--- src/rtl/ni_pkt_inject.sv ---
// Source-side packetizer: turns a packet request plus a payload word stream into
// head/body/tail flits for a router local port, gated by per-VC credits.
module ni_pkt_inject #(
  parameter int DATAW    = 32,
  parameter int COORDW   = 4,
  parameter int NVC      = 2,
  parameter int VCW      = 1,
  parameter int BUFDEPTH = 4
) (
  input  logic              clk,
  input  logic              rst_,
  input  logic [COORDW-1:0] my_xpos,
  input  logic [COORDW-1:0] my_ypos,
  input  logic              req_valid,
  output logic              req_ready,
  input  logic [COORDW-1:0] req_dstx,
  input  logic [COORDW-1:0] req_dsty,
  input  logic [VCW-1:0]    req_vch,
  input  logic [7:0]        req_len,
  input  logic              dat_valid,
  output logic              dat_ready,
  input  logic [DATAW-1:0]  dat_in,
  output logic [DATAW+1:0]  flit_out,
  output logic              flit_valid,
  output logic [VCW-1:0]    flit_vch,
  input  logic [NVC-1:0]    credit_in,
  output logic              credit_err,
  output logic              busy
);

  localparam int CNTW = $clog2(BUFDEPTH + 1);

  typedef enum logic [1:0] {IDLE, HEAD, BODY} state_t;

  state_t                    state_reg, state_next;
  logic [COORDW-1:0]         dstx_reg, dsty_reg, srcx_reg, srcy_reg;
  logic [VCW-1:0]            vch_reg;
  logic [7:0]                len_reg, rem_reg;
  logic [NVC-1:0][CNTW-1:0]  credit_cnt_reg, credit_next;
  logic [NVC-1:0]            sent_v, overflow;
  logic                      credit_err_reg;
  logic [DATAW+1:0]          flit_out_reg;
  logic                      flit_valid_reg;
  logic [VCW-1:0]            flit_vch_reg;

  logic                      req_accept, head_send, body_send, send_any, has_credit;
  logic [7:0]                len_fix;
  logic [DATAW-1:0]          head_payload;

  assign len_fix    = (req_len == 8'd0) ? 8'd1 : req_len;
  assign has_credit = (credit_cnt_reg[vch_reg] != '0);
  assign send_any   = head_send | body_send;

  // Per-VC credit bookkeeping: a return at full depth without a send is an overflow.
  generate
    for (genvar gi = 0; gi < NVC; gi++) begin : g_credit
      assign sent_v[gi]      = send_any && (vch_reg == VCW'(gi));
      assign overflow[gi]    = credit_in[gi] && !sent_v[gi] &&
                               (credit_cnt_reg[gi] == CNTW'(BUFDEPTH));
      assign credit_next[gi] = overflow[gi] ? credit_cnt_reg[gi] :
                               credit_cnt_reg[gi] - {{(CNTW-1){1'b0}}, sent_v[gi]}
                                                  + {{(CNTW-1){1'b0}}, credit_in[gi]};
    end
  endgenerate

  always_comb begin
    head_payload = '0;
    head_payload[0  +: COORDW] = dstx_reg;
    head_payload[4  +: COORDW] = dsty_reg;
    head_payload[8  +: COORDW] = srcx_reg;
    head_payload[12 +: COORDW] = srcy_reg;
    head_payload[16 +: 8]      = len_reg;
  end

  always_comb begin
    state_next = state_reg;
    req_ready  = 1'b0;
    dat_ready  = 1'b0;
    req_accept = 1'b0;
    head_send  = 1'b0;
    body_send  = 1'b0;
    case (state_reg)
      IDLE: begin
        req_ready  = 1'b1;
        req_accept = req_valid;
        if (req_valid) state_next = HEAD;
      end
      HEAD: begin
        head_send = has_credit;
        if (has_credit) state_next = BODY;
      end
      BODY: begin
        dat_ready = has_credit;
        body_send = dat_valid && has_credit;
        if (body_send && rem_reg == 8'd1) state_next = IDLE;
      end
      default: state_next = IDLE;
    endcase
  end

  always_ff @(posedge clk or posedge rst_) begin
    if (rst_) begin
      state_reg      <= IDLE;
      dstx_reg       <= '0;
      dsty_reg       <= '0;
      srcx_reg       <= '0;
      srcy_reg       <= '0;
      vch_reg        <= '0;
      len_reg        <= '0;
      rem_reg        <= '0;
      credit_cnt_reg <= {NVC{CNTW'(BUFDEPTH)}};
      credit_err_reg <= 1'b0;
      flit_out_reg   <= '0;
      flit_valid_reg <= 1'b0;
      flit_vch_reg   <= '0;
    end else begin
      state_reg      <= state_next;
      credit_cnt_reg <= credit_next;
      credit_err_reg <= credit_err_reg | (|overflow);
      flit_valid_reg <= send_any;
      if (req_accept) begin
        dstx_reg <= req_dstx;
        dsty_reg <= req_dsty;
        srcx_reg <= my_xpos;
        srcy_reg <= my_ypos;
        vch_reg  <= req_vch;
        len_reg  <= len_fix;
        rem_reg  <= len_fix;
      end
      if (head_send) begin
        flit_out_reg <= {2'b01, head_payload};
        flit_vch_reg <= vch_reg;
      end else if (body_send) begin
        flit_out_reg <= {(rem_reg == 8'd1) ? 2'b11 : 2'b10, dat_in};
        flit_vch_reg <= vch_reg;
        rem_reg      <= rem_reg - 8'd1;
      end
    end
  end

  assign flit_out   = flit_out_reg;
  assign flit_valid = flit_valid_reg;
  assign flit_vch   = flit_vch_reg;
  assign credit_err = credit_err_reg;
  assign busy       = (state_reg != IDLE);

endmodule

--- config.mk ---
export PLATFORM = sky130hd
export DESIGN_NAME = ni_pkt_inject
export DESIGN_NICKNAME = d
export VERILOG_FILES = /design/src/rtl/ni_pkt_inject.sv
export SDC_FILE = /design/constraint.sdc
export NUM_CORES = 1
export LEC_CHECK = 0
export ABC_AREA = 1
export BUFFER_PORTS_ARGS = -buffer_cell sky130_fd_sc_hd__buf_2
export CORE_ASPECT_RATIO = 0.75
export CORE_MARGIN = 2
export CORE_UTILIZATION = 40
export DETAILED_ROUTE_END_ITERATION = 8
export GPL_TIMING_DRIVEN = 0
export PLACE_DENSITY = 0.71
export SYNTH_ARGS = -nofsm -noshare
export SYNTH_HDL_FRONTEND = slang
export SYNTH_SLANG_ARGS = --single-unit
--- constraint.sdc ---
create_clock -name clk -period 5.62 [get_ports clk]
set_input_delay 0.562 -clock clk [delete_from_list [all_inputs] [get_ports clk]]
set_output_delay 0.562 -clock clk [all_outputs]
set_load 0.02 [all_outputs]
==> summary.md <==
| Metric | Value |
|---|---|
| Outcome | finished clean |
| Clock sink count | 78 |
| Vias in the first global route | 3074 |
| Cells after Synth | 405 |
| Fin crit share | 0.444 |
| Worst-margin pin slew | 0.508 ns |
| Routability cong. | 0.814 |
| Row cnt | 29 |
| Drt total wl | 8.94 mm |
| Fillers | 810 |
| Footprint of the multi-input gates | 0.00134 mm² |
| GRT Util Overall | 0.193 |
| Setup_tns | 0 ns |
| Maximum vdd drop | 307 µV |
| DR pass1 iterations | 4 |
| R2R Setup Slk | 3.12 ns |
| Nets@finish | 590 |
| RSZ-0062 raised after global routing | no |
| Setup Viol. Count Final | 0 |
| Initial antenna violation count | 0 |
| Most frequent cells in the layout | nand2_1, buf_2, dfrtp_1 |
| Clock Latency Late Sink | 0.32 ns |
| Num CTS Buffers | 9 |
| Share of the synthesized area in the top cell type | 0.529 |
| Worst Path Max Fanout | 10 |
| Slowest Stage Delay on Critical Path | 0.42 ns |
| CP required | 5.87 ns |
| Synth cell types | 31 |
| Detail Placement HPWL | 6.58 mm |
| Post-place instance area | 0.00426 mm² |
| # Post-CTS Setup Buffers | 0 |
| Minimum clock period | 2.50 ns |
| I/O pin count | 103 |
| Largest net degree at the start of global routing | 41 |
| FF-to-FF End | credit_cnt_reg[5]$_DFFE_PP1N_ |
| Hold Fails Final Rpt | 0 |
| CTS resizes | 0 |
| Worst-path clk slew | 0.06 ns |
| Crit Path Category | reg2reg |
| Critical path, cell by cell | nor2_1, nand2_2, nand3_2, nand2_1, buf_4, nand2_2, inv_1, ha_1, inv_1, ha_1, fa_1, xnor2_1, nand2_1 |
| Rel. slew slack | 0.661 |
| Dpl ws | 3.13 ns |
| Hold slack | 0.266 ns |
| Core area | 0.00860 mm² |
| Ys Warns | 0 |
| Reg-to-reg startpoint | credit_cnt_reg[4]$_DFFE_PP0N_ |
| Die height | 86.1 µm |
| Design Area, Final | 0.00458 mm² |
| # hold bufs at CTS | 0 |
| CTS Root Cell | clkbuf_16 |
| Die W | 113 µm |
| Pwr Density | 631 mW/mm² |
| CP Launch Type | flip-flop |
| TritonCTS clock tree | yes |
| Area leader, netlist | dfrtp_1 |
| Drt initial violations | 234 |
| IO Port Bufs | 102 |
| Clock skew after layout | 0.00524 ns |
| Max reg flops | 34 |
| Drt drc | 0 |
| Slew Viols, Final | 0 |
| # diodes | 0 |
| Slowest cell on crit path | dfrtp_1 |
| Syn_area_per_cell | 8.87 µm² |
| Vias | 3082 |
| Data arrival, critical path | 2.75 ns |
| Vias per cell | 4.88 |
| Setup slack after layout | 3.12 ns |
| Max Freq | 0.400 GHz |
| Register Area | 0.00195 mm² |
| Layout cells sized above 1 | 0.293 |
| Max-cap violations | 0 |
| Reg2Reg Depth | 13 |
| Yosys reg bits | 78 |
| Worst hold path class | in2async |
| Routed length per instance | 14.2 µm |
| Largest cells by area after synthesis | dfrtp_1, nand2_1, nand3_1 |
| Starting density of the core | 0.418 |
| Part of the Yosys area used for sequential elements | 0.544 |
| Total die area | 0.00977 mm² |
| ANT nets after route | 0 |
| Syn_nets | 476 |
| Deepest clock path buffer count | 2 |
| Post-Syn Area | 0.00359 mm² |
| Pleak | 2.41 nW |
| Commonest non-fill, non-tap cell in the layout | nand2_1 |
| Grt total ovfl | 0 |
| Layout area overhead | 27.6% |
| H-tree levels | 3 |
| CP Capture Type | flip-flop |
| First-pass GRT wire length | 14.8 mm |
==> kinds of logic after synthesis <==
logic type / synth area share
AO/OA/AOI/OAI: 0.0971
XOR/XNOR: 0.0219
adder cells (fa/ha/maj): 0.0320
buffers and inverters: 0.0822
flip-flops: 0.544
AND/OR/NAND/NOR: 0.223
==> synth_stat cells <==
cell type and number:
nand3_2 1, a21oi_2 1, clkbuf_1 3, inv_2 4, nand4_4 1, ha_1 6
nand2_2 3, nand2_1 112, nand3_1 32, buf_2 8, dfrtp_1 76, o21ai_1 6
or2_2 1, dfstp_2 2, xnor2_1 3, nor2_1 29, buf_4 7, a21oi_1 1
o21ai_0 24, buf_6 2, xor2_1 6, a31oi_2 1, nor3_1 1, fa_1 2
o211ai_1 15, a21boi_1 2, inv_1 41, nand4_1 5, o22ai_1 6, a21boi_0 1
nor2_2 3
==> worst max-delay path, delay by kind of cell (launching register included) <==
family        cells  cell delay, ns
xor+xnor          1            0.18
buf+inv           3            0.27
fa+ha+maj         3            0.84
flops             1            0.42
simple gates      6            0.70
==> how the worst max path moves through the flow <==
stage,start,end,slack (ns)
final,credit_cnt_reg[4]$_DFFE_PP0N_,credit_cnt_reg[5]$_DFFE_PP1N_,3.12
after global placement,rst_,flit_out[27]$_DFFE_PP0N_,2.15
after CTS,credit_cnt_reg[1]$_DFFE_PP0N_,credit_cnt_reg[5]$_DFFE_PP1N_,3.14
after global routing,credit_cnt_reg[1]$_DFFE_PP0N_,credit_cnt_reg[4]$_DFFE_PP0N_,2.93
after detailed placement,credit_cnt_reg[1]$_DFFE_PP0N_,credit_cnt_reg[4]$_DFFE_PP0N_,3.13
after floorplan,rst_,credit_cnt_reg[0]$_DFFE_PP0N_,3.07
==> per-stage QoR <==
| stage | instances | utilization | power [W] |
|---|---|---|---|
| 2_1_floorplan | 405 | - | 0.00189 |
| 4_1_cts | 631 | 0.533 | 0.00292 |
| 3_3_place_gp | 615 | 0.493 | 0.00222 |
| 5_1_grt | 631 | 0.533 | 0.00312 |
| 6_report | 631 | 0.533 | 0.00289 |
| 3_5_place_dp | 616 | 0.496 | 0.00228 |
==> where the power goes <==
group / switching (W) / internal [W] / total (W)
Clock: 0.000212 / 0.000409 / 0.000621
Combinational: 0.000805 / 0.000467 / 0.00127
Sequential: 0.000150 / 0.000849 / 0.000999
Total: 0.00117 / 0.00173 / 0.00289
==> area by class of cell <==
class | instances | share of cell area
Timing Repair Buffer | 103 | 0.116
Clock inverter | 4 | 0.0153
Buffer | 20 | 0.0276
Multi-Input combinational cell | 262 | 0.293
Tap cell | 108 | 0.0295
Clock buffer | 11 | 0.0551
Sequential cell | 78 | 0.426
Inverter | 45 | 0.0374
==> layer usage <==
metal / GRT usage / vias up / wire, µm
met2: 0.297 / 117 / 3880
met1: 0.265 / 1434 / 4190
li1: - / 1527 / -
met3: 0.0671 / 4 / 838
met4: 0.0477 / 0 / 31
met5: 0 / - / 0
Power figures use the tool's default switching activity.
